<file path="src/rtl/simple_computer_pkg.sv">
// Shared definitions for the simple computer: instruction layout, opcodes
// and the program-loader state encoding.
package simple_computer_pkg;

    localparam int unsigned INSTR_W = 8;
    localparam int unsigned OPC_W   = 3;
    localparam int unsigned OPC_LSB = INSTR_W - OPC_W;

    localparam logic [OPC_W-1:0] OP_NOP  = 3'b000;
    localparam logic [OPC_W-1:0] OP_STOP = 3'b001;
    localparam logic [OPC_W-1:0] OP_LOAD = 3'b010;
    localparam logic [OPC_W-1:0] OP_SET  = 3'b011;
    localparam logic [OPC_W-1:0] OP_ADD  = 3'b100;
    localparam logic [OPC_W-1:0] OP_MULT = 3'b101;

    typedef enum logic [2:0] {
        S_IDLE,
        S_LOAD,
        S_FINISH,
        S_DONE,
        S_ERR
    } load_state_t;

    function automatic logic opcode_legal(input logic [OPC_W-1:0] op);
        return op <= OP_MULT;
    endfunction

endpackage

</file>
<file path="src/rtl/prog_loader.sv">
// Streams instructions into program memory from address 0 and closes the
// program with a STOP word in the slot reserved at the end.
module prog_loader #(
    parameter int unsigned ADDR_W  = 5,
    parameter int unsigned INSTR_W = simple_computer_pkg::INSTR_W
) (
    input  logic                 clk,
    input  logic                 rst_n,
    input  logic                 start,
    input  logic                 in_valid,
    output logic                 in_ready,
    input  logic [2:0]           in_opcode,
    input  logic [INSTR_W-4:0]   in_operand,
    input  logic                 finish,
    output logic                 mem_we,
    output logic [ADDR_W-1:0]    mem_addr,
    output logic [INSTR_W-1:0]   mem_wdata,
    output logic                 done,
    output logic                 error,
    output logic [ADDR_W:0]      count
);
    import simple_computer_pkg::*;

    localparam int unsigned OPND_W = INSTR_W - OPC_W;

    load_state_t          state_q, state_d;
    logic [ADDR_W-1:0]    wr_ptr_q, wr_ptr_d;
    logic                 mem_we_q, mem_we_d;
    logic [ADDR_W-1:0]    mem_addr_q, mem_addr_d;
    logic [INSTR_W-1:0]   mem_wdata_q, mem_wdata_d;
    logic [ADDR_W:0]      count_q, count_d;
    logic                 full;
    logic                 accept;

    always_ff @(posedge clk) begin
        if (!rst_n) begin
            state_q     <= S_IDLE;
            wr_ptr_q    <= '0;
            mem_we_q    <= 1'b0;
            mem_addr_q  <= '0;
            mem_wdata_q <= '0;
            count_q     <= '0;
        end else begin
            state_q     <= state_d;
            wr_ptr_q    <= wr_ptr_d;
            mem_we_q    <= mem_we_d;
            mem_addr_q  <= mem_addr_d;
            mem_wdata_q <= mem_wdata_d;
            count_q     <= count_d;
        end
    end

    always_comb begin
        state_d     = state_q;
        wr_ptr_d    = wr_ptr_q;
        mem_we_d    = 1'b0;
        mem_addr_d  = mem_addr_q;
        mem_wdata_d = mem_wdata_q;
        count_d     = count_q;

        full     = (wr_ptr_q == '1);
        in_ready = (state_q == S_LOAD) && !full;
        accept   = in_valid && in_ready && !start;

        if (start) begin
            state_d  = S_LOAD;
            wr_ptr_d = '0;
            count_d  = '0;
        end else begin
            unique case (state_q)
                S_LOAD: begin
                    // An illegal opcode aborts even if finish arrives with it.
                    if (accept && !opcode_legal(in_opcode)) begin
                        state_d = S_ERR;
                    end else begin
                        if (accept) begin
                            mem_we_d    = 1'b1;
                            mem_addr_d  = wr_ptr_q;
                            mem_wdata_d = {in_opcode, in_operand};
                            wr_ptr_d    = wr_ptr_q + ADDR_W'(1);
                        end
                        if (finish) state_d = S_FINISH;
                    end
                end
                S_FINISH: begin
                    mem_we_d    = 1'b1;
                    mem_addr_d  = wr_ptr_q;
                    mem_wdata_d = {OP_STOP, {OPND_W{1'b0}}};
                    count_d     = {1'b0, wr_ptr_q} + (ADDR_W+1)'(1);
                    state_d     = S_DONE;
                end
                default: ;
            endcase
        end
    end

    assign mem_we    = mem_we_q;
    assign mem_addr  = mem_addr_q;
    assign mem_wdata = mem_wdata_q;
    assign count     = count_q;
    assign done      = (state_q == S_DONE);
    assign error     = (state_q == S_ERR);

endmodule
</file>
<file path="config.mk">
export PLATFORM = sky130hd
export DESIGN_NAME = prog_loader
export DESIGN_NICKNAME = d
export VERILOG_FILES = /design/src/rtl/simple_computer_pkg.sv /design/src/rtl/prog_loader.sv
export SDC_FILE = /design/constraint.sdc
export NUM_CORES = 1
export LEC_CHECK = 0
export ABC_AREA = 1
export CAP_MARGIN = 20
export CORE_UTILIZATION = 29
export DETAILED_ROUTE_END_ITERATION = 8
export GPL_ROUTABILITY_DRIVEN = 1
export GPL_TIMING_DRIVEN = 0
export PLACE_DENSITY = 0.54
export SYNTH_ARGS = -nofsm -noshare
export SYNTH_HDL_FRONTEND = slang
export SYNTH_SLANG_ARGS = --single-unit
</file>
<file path="constraint.sdc">
create_clock -name clk -period 1.7 [get_ports clk]
set_input_delay 0.255 -clock clk [delete_from_list [all_inputs] [get_ports clk]]
set_output_delay 0.255 -clock clk [all_outputs]
set_load 0.05 [all_outputs]
</file>
==> results of run 1 <==
## report_power, final
group / internal (mW) / switching (mW) / total, mW
Combinational: 0.0959 / 0.156 / 0.252
Sequential: 0.676 / 0.0150 / 0.691
Clock: 0.207 / 0.199 / 0.407
## worst max-delay path, cell delays in order (launching register included)
cell and delay (ns):
sky130_fd_sc_hd__dfxtp_2 0.35, sky130_fd_sc_hd__ha_4 0.16, sky130_fd_sc_hd__nand2_2 0.07, sky130_fd_sc_hd__nor2_2 0.04, sky130_fd_sc_hd__ha_2 0.20, sky130_fd_sc_hd__nor2_4 0.15, sky130_fd_sc_hd__buf_6 0.18
## sequential cells by signal (all words and copies together) (netlist names)
register	flops
count	6
mem_addr	5
mem_wdata	8
mem_we	1
state_q	3
wr_ptr_q	5
## layer usage
| metal | vias up | part of all wire (%) | track usage [%] |
|---|---|---|---|
| li1 | 594 | - | - |
| met1 | 518 | 46 | 17.3 |
| met2 | 26 | 49 | 23.0 |
| met3 | 2 | 4.7 | 2.74 |
| met4 | 0 | 0.61 | 3.99 |
| met5 | - | 0 | 0 |
## repair_timing
| action | CTS | global route |
|---|---|---|
| buffers inserted | 0 | 5 |
| endpoints found under the setup margin | 18 | 37 |
| gates resized for setup | 14 | 28 |
| pin swaps | 0 | 6 |
## final timing paths
kind / start / endpoint / cells after the start
worst max-delay path: wr_ptr_q[0] / in_ready / 6
worst min-delay path: mem_wdata[7] / mem_wdata[7] / 2
worst max register to register: wr_ptr_q[0] / mem_wdata[5] / 11
worst min register to register: mem_wdata[7] / mem_wdata[7] / 2
## stage by stage
| stage | power (mW) | setup slack, ns |
|---|---|---|
| after floorplan | 0.859 | -0.00257 |
| after global placement | 0.942 | -0.351 |
| after detailed placement | 0.945 | -0.353 |
| after CTS | 1.36 | -0.0328 |
| after global routing | 1.41 | -0.0320 |
| final | 1.35 | 0.0251 |
## layout make-up
type	count	area, um2
clock buffers	4	55.1
repair buffers	40	435
multi-input cells	103	609
plain buffers	2	15.0
well taps	50	62.6
fillers	393	2170
flip-flops and latches	28	564
inverters	21	88.8
## placed cells by master, fill, tap and decap left out, types with 2 or more instances in the layout
cell type and instances:
sky130_fd_sc_hd__nor3_2 2, sky130_fd_sc_hd__nand2_2 2, sky130_fd_sc_hd__nand3_1 8, sky130_fd_sc_hd__clkbuf_8 4, sky130_fd_sc_hd__inv_1 14, sky130_fd_sc_hd__inv_2 4, sky130_fd_sc_hd__nor2_4 3, sky130_fd_sc_hd__dlygate4sd2_1 2
sky130_fd_sc_hd__clkdlybuf4s50_1 17, sky130_fd_sc_hd__nand2_1 25, sky130_fd_sc_hd__nand3_4 4, sky130_fd_sc_hd__buf_4 4, sky130_fd_sc_hd__buf_6 2, sky130_fd_sc_hd__o21ai_0 7, sky130_fd_sc_hd__dlymetal6s2s_1 14, sky130_fd_sc_hd__dfxtp_2 3
sky130_fd_sc_hd__nand4_1 5, sky130_fd_sc_hd__nor2_1 13, sky130_fd_sc_hd__nor2_2 5, sky130_fd_sc_hd__a21oi_1 21, sky130_fd_sc_hd__dfxtp_1 25
## cell families (layout without fill, tap and decap cells)
| group | count (synthesis) | after routing | share of synthesized area [%] |
|---|---|---|---|
| AOI/OAI and AO/OA | 30 | 30 | 12.4 |
| xor gates and xnor gates | 2 | 2 | 1.45 |
| adders and majority gates | 2 | 2 | 2.07 |
| buffers and inverters | 23 | 67 | 7.44 |
| DFF | 28 | 28 | 46.3 |
| and+or+nand+nor | 69 | 69 | 30.4 |
==> impl_metrics.tcl, run 1 <==
set metrics [dict create \
    crit_type "flop to primary output" \
    ys_types 21 \
    grt_antenna_before_repair 0 \
    area_growth_syn_to_layout_pct 51.1 \
    die_area_um2 4440 \
    run_status "complete, no violations" \
    fin_nets 214 \
    routabilityCongestion 0.754 \
    critPathMaxFanout 3 \
    report.final.hold_viol_count 0 \
    placed_cell_area_um2 1650 \
    layout-drive-gt1-share_pct 21.2 \
    timing.critical_path.arrival_ns 1.42 \
    drv_slew 0 \
    numPlacedInstances 239 \
    postRouteWirelength_um 2970 \
    io_pins 36 \
    synth-seq-cells 28 \
    final_area_um2 1830 \
    netlist_instances 154 \
    floorplan.initialDensity_pct 30.3 \
    clk_transition_reported_paths_ns 0.09 \
    finalHoldWorstSlack_ns 0.462 \
    postSynthNetCount 169 \
    yosys_most_used_dff "sky130_fd_sc_hd__dfxtp_1" \
    layout.cells.non_filler 248 \
    drtIter0Drc 32 \
    yosys-top-cells-area "sky130_fd_sc_hd__dfxtp_1, sky130_fd_sc_hd__a21oi_1, sky130_fd_sc_hd__nand2_1" \
    min_period_ns 1.67 \
    firstDrtPassIters 4 \
    grt_pass1_vias 1034 \
    grt_overflow 0 \
    tritoncts "yes" \
    power_leakage_nw 0.923 \
    detail_route.wl_per_cell_um 12.0 \
    ys_warns 0 \
    die_span_x_um 66.6 \
    final-setup-viol-count 0 \
    worst-slew-pin-transition_ns 0.504 \
    io_buf_count 35 \
    yosysTopAreaCell "sky130_fd_sc_hd__dfxtp_1" \
    die_h_um 66.6 \
    tns_ns 0 \
    cap_violations 0 \
    post-synth-top-count-cell "sky130_fd_sc_hd__dfxtp_1" \
    fin_worst_skew_ns 0.00539 \
    global_route_wire_length_before_repair_um 4570 \
    worst_setup_path_end_kind "primary output" \
    ir_worst_vdd_v 0.000431 \
    detail_route.vias_per_cell 4.60 \
    ctsLongestPathBuffers 2 \
    grt_max_degree 16 \
    mappedNetlistArea_um2 1210 \
    drc 0 \
    yosys-top-cells-count "sky130_fd_sc_hd__dfxtp_1, sky130_fd_sc_hd__nand2_1, sky130_fd_sc_hd__a21oi_1" \
    syn_area_per_cell_um2 7.86 \
    antenna_cells_inserted 0 \
    clkSinkCount 28 \
    rows 23 \
    place.detailed.hpwl_um 2120 \
    yosysSeqAreaShare_pct 46.3 \
    rsz0062_at_grt "true" \
    async_sr_flop_fraction_pct 0 \
    clock_latency_ns 0.27 \
    cp_data_required_time_ns 1.44 \
    antenna_violating_nets_post_route 0 \
    cts-buffers-inserted 3 \
    layout.core_utilization_pct 45.8 \
    clockRootBuffer "sky130_fd_sc_hd__clkbuf_8" \
    worst_setup_path_start_kind "flop" \
    synth_edf_count 0 \
    cts-htree-levels 1 \
    period_utilization_post_route_pct 98.5 \
    timing.hold.worst.class "flop to flop" \
    power_density_nw_per_um2 737 \
    globalRouteTotalUtil_pct 13.6 \
    synth_top_area_share_pct 46.3 \
    vias 1140 \
    design.core.area_um2 4000 \
    timing.reg2reg.setup_slack_ns 0.06 \
    timing.fmax_mhz 597 \
    cts_hold_bufs 0 \
    max-slew-margin-rel_pct 66.3 \
]
Note: power is estimated with default switching activity, not from simulation.
==> inputs of run 2 (changes only) <==
CORE_UTILIZATION = 46   (was 29)
PLACE_DENSITY = default   (was 0.54)
PLACE_DENSITY_LB_ADDON = 0.25   (was default)
==> run 2 against run 1 <==
  * The flow now finishes with violations (negative setup slack)
  * Total power is 1.4% higher
  * Final cell count is 8.5% lower
  * First-iteration DRC count is 38% lower
==> impl_metrics.tcl, run 2 (synthesis results as in run 1) <==
set metrics [dict create \
    power_density_nw_per_um2 794 \
    cts-buffers-inserted 3 \
    drv_slew 0 \
    timing.critical_path.arrival_ns 1.46 \
    floorplan.initialDensity_pct 48.9 \
    crit_type "flop to primary output" \
    detail_route.vias_per_cell 5.10 \
    critical_path.reg2reg.endpoint "mem_wdata[7]" \
    min_period_ns 1.72 \
    clkSinkCount 28 \
    die_h_um 53.3 \
    report.final.hold_viol_count 0 \
    p_clk_share_pct 32.0 \
    combinationalPowerShare_pct 17.7 \
    layout.filler_cells 219 \
    final_area_um2 1720 \
    report.power.total_mw 1.37 \
    timing.hold.worst.class "flop to flop" \
    critPathMaxFanout 3 \
    fin_worst_skew_ns 0.00168 \
    power_frac_seq_pct 50.4 \
    antenna_cells_inserted 0 \
    multi_input_comb_area_um2 609 \
    rsz0062_at_grt "true" \
    seqCellArea_um2 566 \
    power.net_switching_mw 0.368 \
    grt_max_degree 17 \
    internal-power_mw 1.00 \
    final-setup-viol-count 1 \
    grt_antenna_before_repair 0 \
    layout-drive-gt1-share_pct 20.3 \
    worst_setup_path_start_kind "flop" \
    detail_route.wl_per_cell_um 13.0 \
    cap_violations 0 \
    crit_buf_inv 1 \
    cp_num_cells 6 \
    global_route_wire_length_before_repair_um 4610 \
    grt_pass1_vias 1106 \
    drtIter0Drc 20 \
    worst-slew-pin-transition_ns 0.493 \
    io_pins 36 \
    place.detailed.hpwl_um 2180 \
    tritoncts "yes" \
    largest_reg_flops 8 \
    clockRootBuffer "sky130_fd_sc_hd__clkbuf_4" \
    cp_data_required_time_ns 1.44 \
    die_area_um2 2840 \
    ir_worst_vdd_v 0.000594 \
    clk_transition_reported_paths_ns 0.15 \
    run_status "complete, but fails checks" \
    tns_ns -0.0185 \
    grt_overflow 0 \
    violations "negative setup slack" \
    die_span_x_um 53.3 \
    cp_cell_sequence "ha_4 -> nand2_2 -> nor2_2 -> ha_2 -> nor2_4 -> buf_8" \
    worst_setup_path_end_kind "primary output" \
    switching_fraction_of_total_power_pct 26.9 \
    clock_latency_ns 0.33 \
    timing.fmax_mhz 582 \
    endpoint "in_ready" \
    antenna_violating_nets_post_route 0 \
    path_depth_of_the_worst_reg2reg_path 10 \
    cp_slowest_stage_delay_ns 0.39 \
    rows 18 \
    crit-reg2reg-launch "wr_ptr_q[1]" \
    placed_cell_area_um2 1620 \
    ctsLongestPathBuffers 2 \
    cts_hold_bufs 0 \
    postRouteWirelength_um 2940 \
    cpMaxStageDelayCell "sky130_fd_sc_hd__dfxtp_4" \
    crit_start "wr_ptr_q[1]" \
    firstDrtPassIters 6 \
    fin_nets 213 \
    timing.reg2reg.setup_slack_ns 0.02 \
    power_leakage_nw 0.746 \
    design.core.area_um2 2480 \
    cts-htree-levels 1 \
    vias 1157 \
    drc 0 \
    timing.final.ws_setup_ns -0.0185 \
    period_utilization_post_route_pct 101 \
    path_delay_family "flip-flops" \
    max-slew-margin-rel_pct 67.3 \
    area_growth_syn_to_layout_pct 42.3 \
    globalRouteTotalUtil_pct 22.3 \
    routabilityCongestion 0.802 \
    final_cell_mix "sky130_fd_sc_hd__nand2_1, sky130_fd_sc_hd__dfxtp_1, sky130_fd_sc_hd__dlygate4sd2_1" \
    io_buf_count 35 \
    finalHoldWorstSlack_ns 0.474 \
]
==> run 2: cell types whose count changed in the layout (fill, tap and decap cells not counted), sizes merged <==
cell,change
clkdlybuf4s50,-5
dlygate4sd2,+18
dlymetal6s2s,-14
bufinv,+1
clkbuf,-1
==> run 2: metal layers <==
| metal | up-vias | GRT usage, % | part of all wire (%) |
|---|---|---|---|
| met4 | 0 | 6.58 | 1.2 |
| met3 | 6 | 4.60 | 5.1 |
| met5 | - | 0 | 0 |
| met2 | 33 | 42.1 | 50 |
| met1 | 530 | 24.4 | 43 |
| li1 | 588 | - | - |
==> run 2: final cells by class <==
type	instances	share of cell area (%)
Buffer	2	0.871
Clock buffer	3	1.31
Clock inverter	1	1.74
Inverter	21	5.01
Multi-Input combinational cell	103	35.4
Sequential cell	28	32.8
Tap cell	30	2.18
Timing Repair Buffer	39	20.7
==> run 2: stage by stage <==
stage	util (%)	std cells	setup slack, ns
floorplan	-	154	-0.00257
global placement	65.5	219	-0.337
detailed placement	65.5	219	-0.356
CTS	68.4	226	-0.0351
global route	69.5	227	-0.0990
finish	69.5	227	-0.0185
==> run 2: power by group through the flow <==
stage | sequential [mW] | combinational [mW] | clock, mW
3_3_place_gp | 0.703 | 0.235 | 0
4_1_cts | 0.690 | 0.238 | 0.439
6_report | 0.689 | 0.242 | 0.437
2_1_floorplan | 0.755 | 0.103 | 0
3_5_place_dp | 0.704 | 0.240 | 0
5_1_grt | 0.691 | 0.260 | 0.467
==> run 2: worst reg2reg max path: cells and delay by family (launching register included) <==
family	cells	cell delay, ns
AO/OA/AOI/OAI	1	0.14
adder cells (fa/ha/maj)	2	0.35
buffers and inverters	1	0.14
flip-flops	1	0.39
AND/OR/NAND/NOR	6	0.59
==> run 2: worst min path at each step <==
stage / startpoint / endpoint / slack, ns / cells after the start
global placement: mem_wdata[6] / mem_wdata[6] / 0.45 / 2
finish: mem_wdata[3] / mem_wdata[3] / 0.47 / 2
global route: mem_wdata[2] / mem_wdata[2] / 0.48 / 2
CTS: mem_wdata[6] / mem_wdata[6] / 0.47 / 2
floorplan: rst_n / mem_addr[2] / 0.38 / 2
detailed placement: mem_wdata[3] / mem_wdata[3] / 0.46 / 2
==> run 2: what timing repair did <==
action / 4_1_cts / 5_1_grt
resized for setup: 42 / 7
hold endpoints to repair: 0 / 0
buffers inserted: 3 / 1
pin swaps: 3 / 3
setup endpoints to repair: 37 / 18
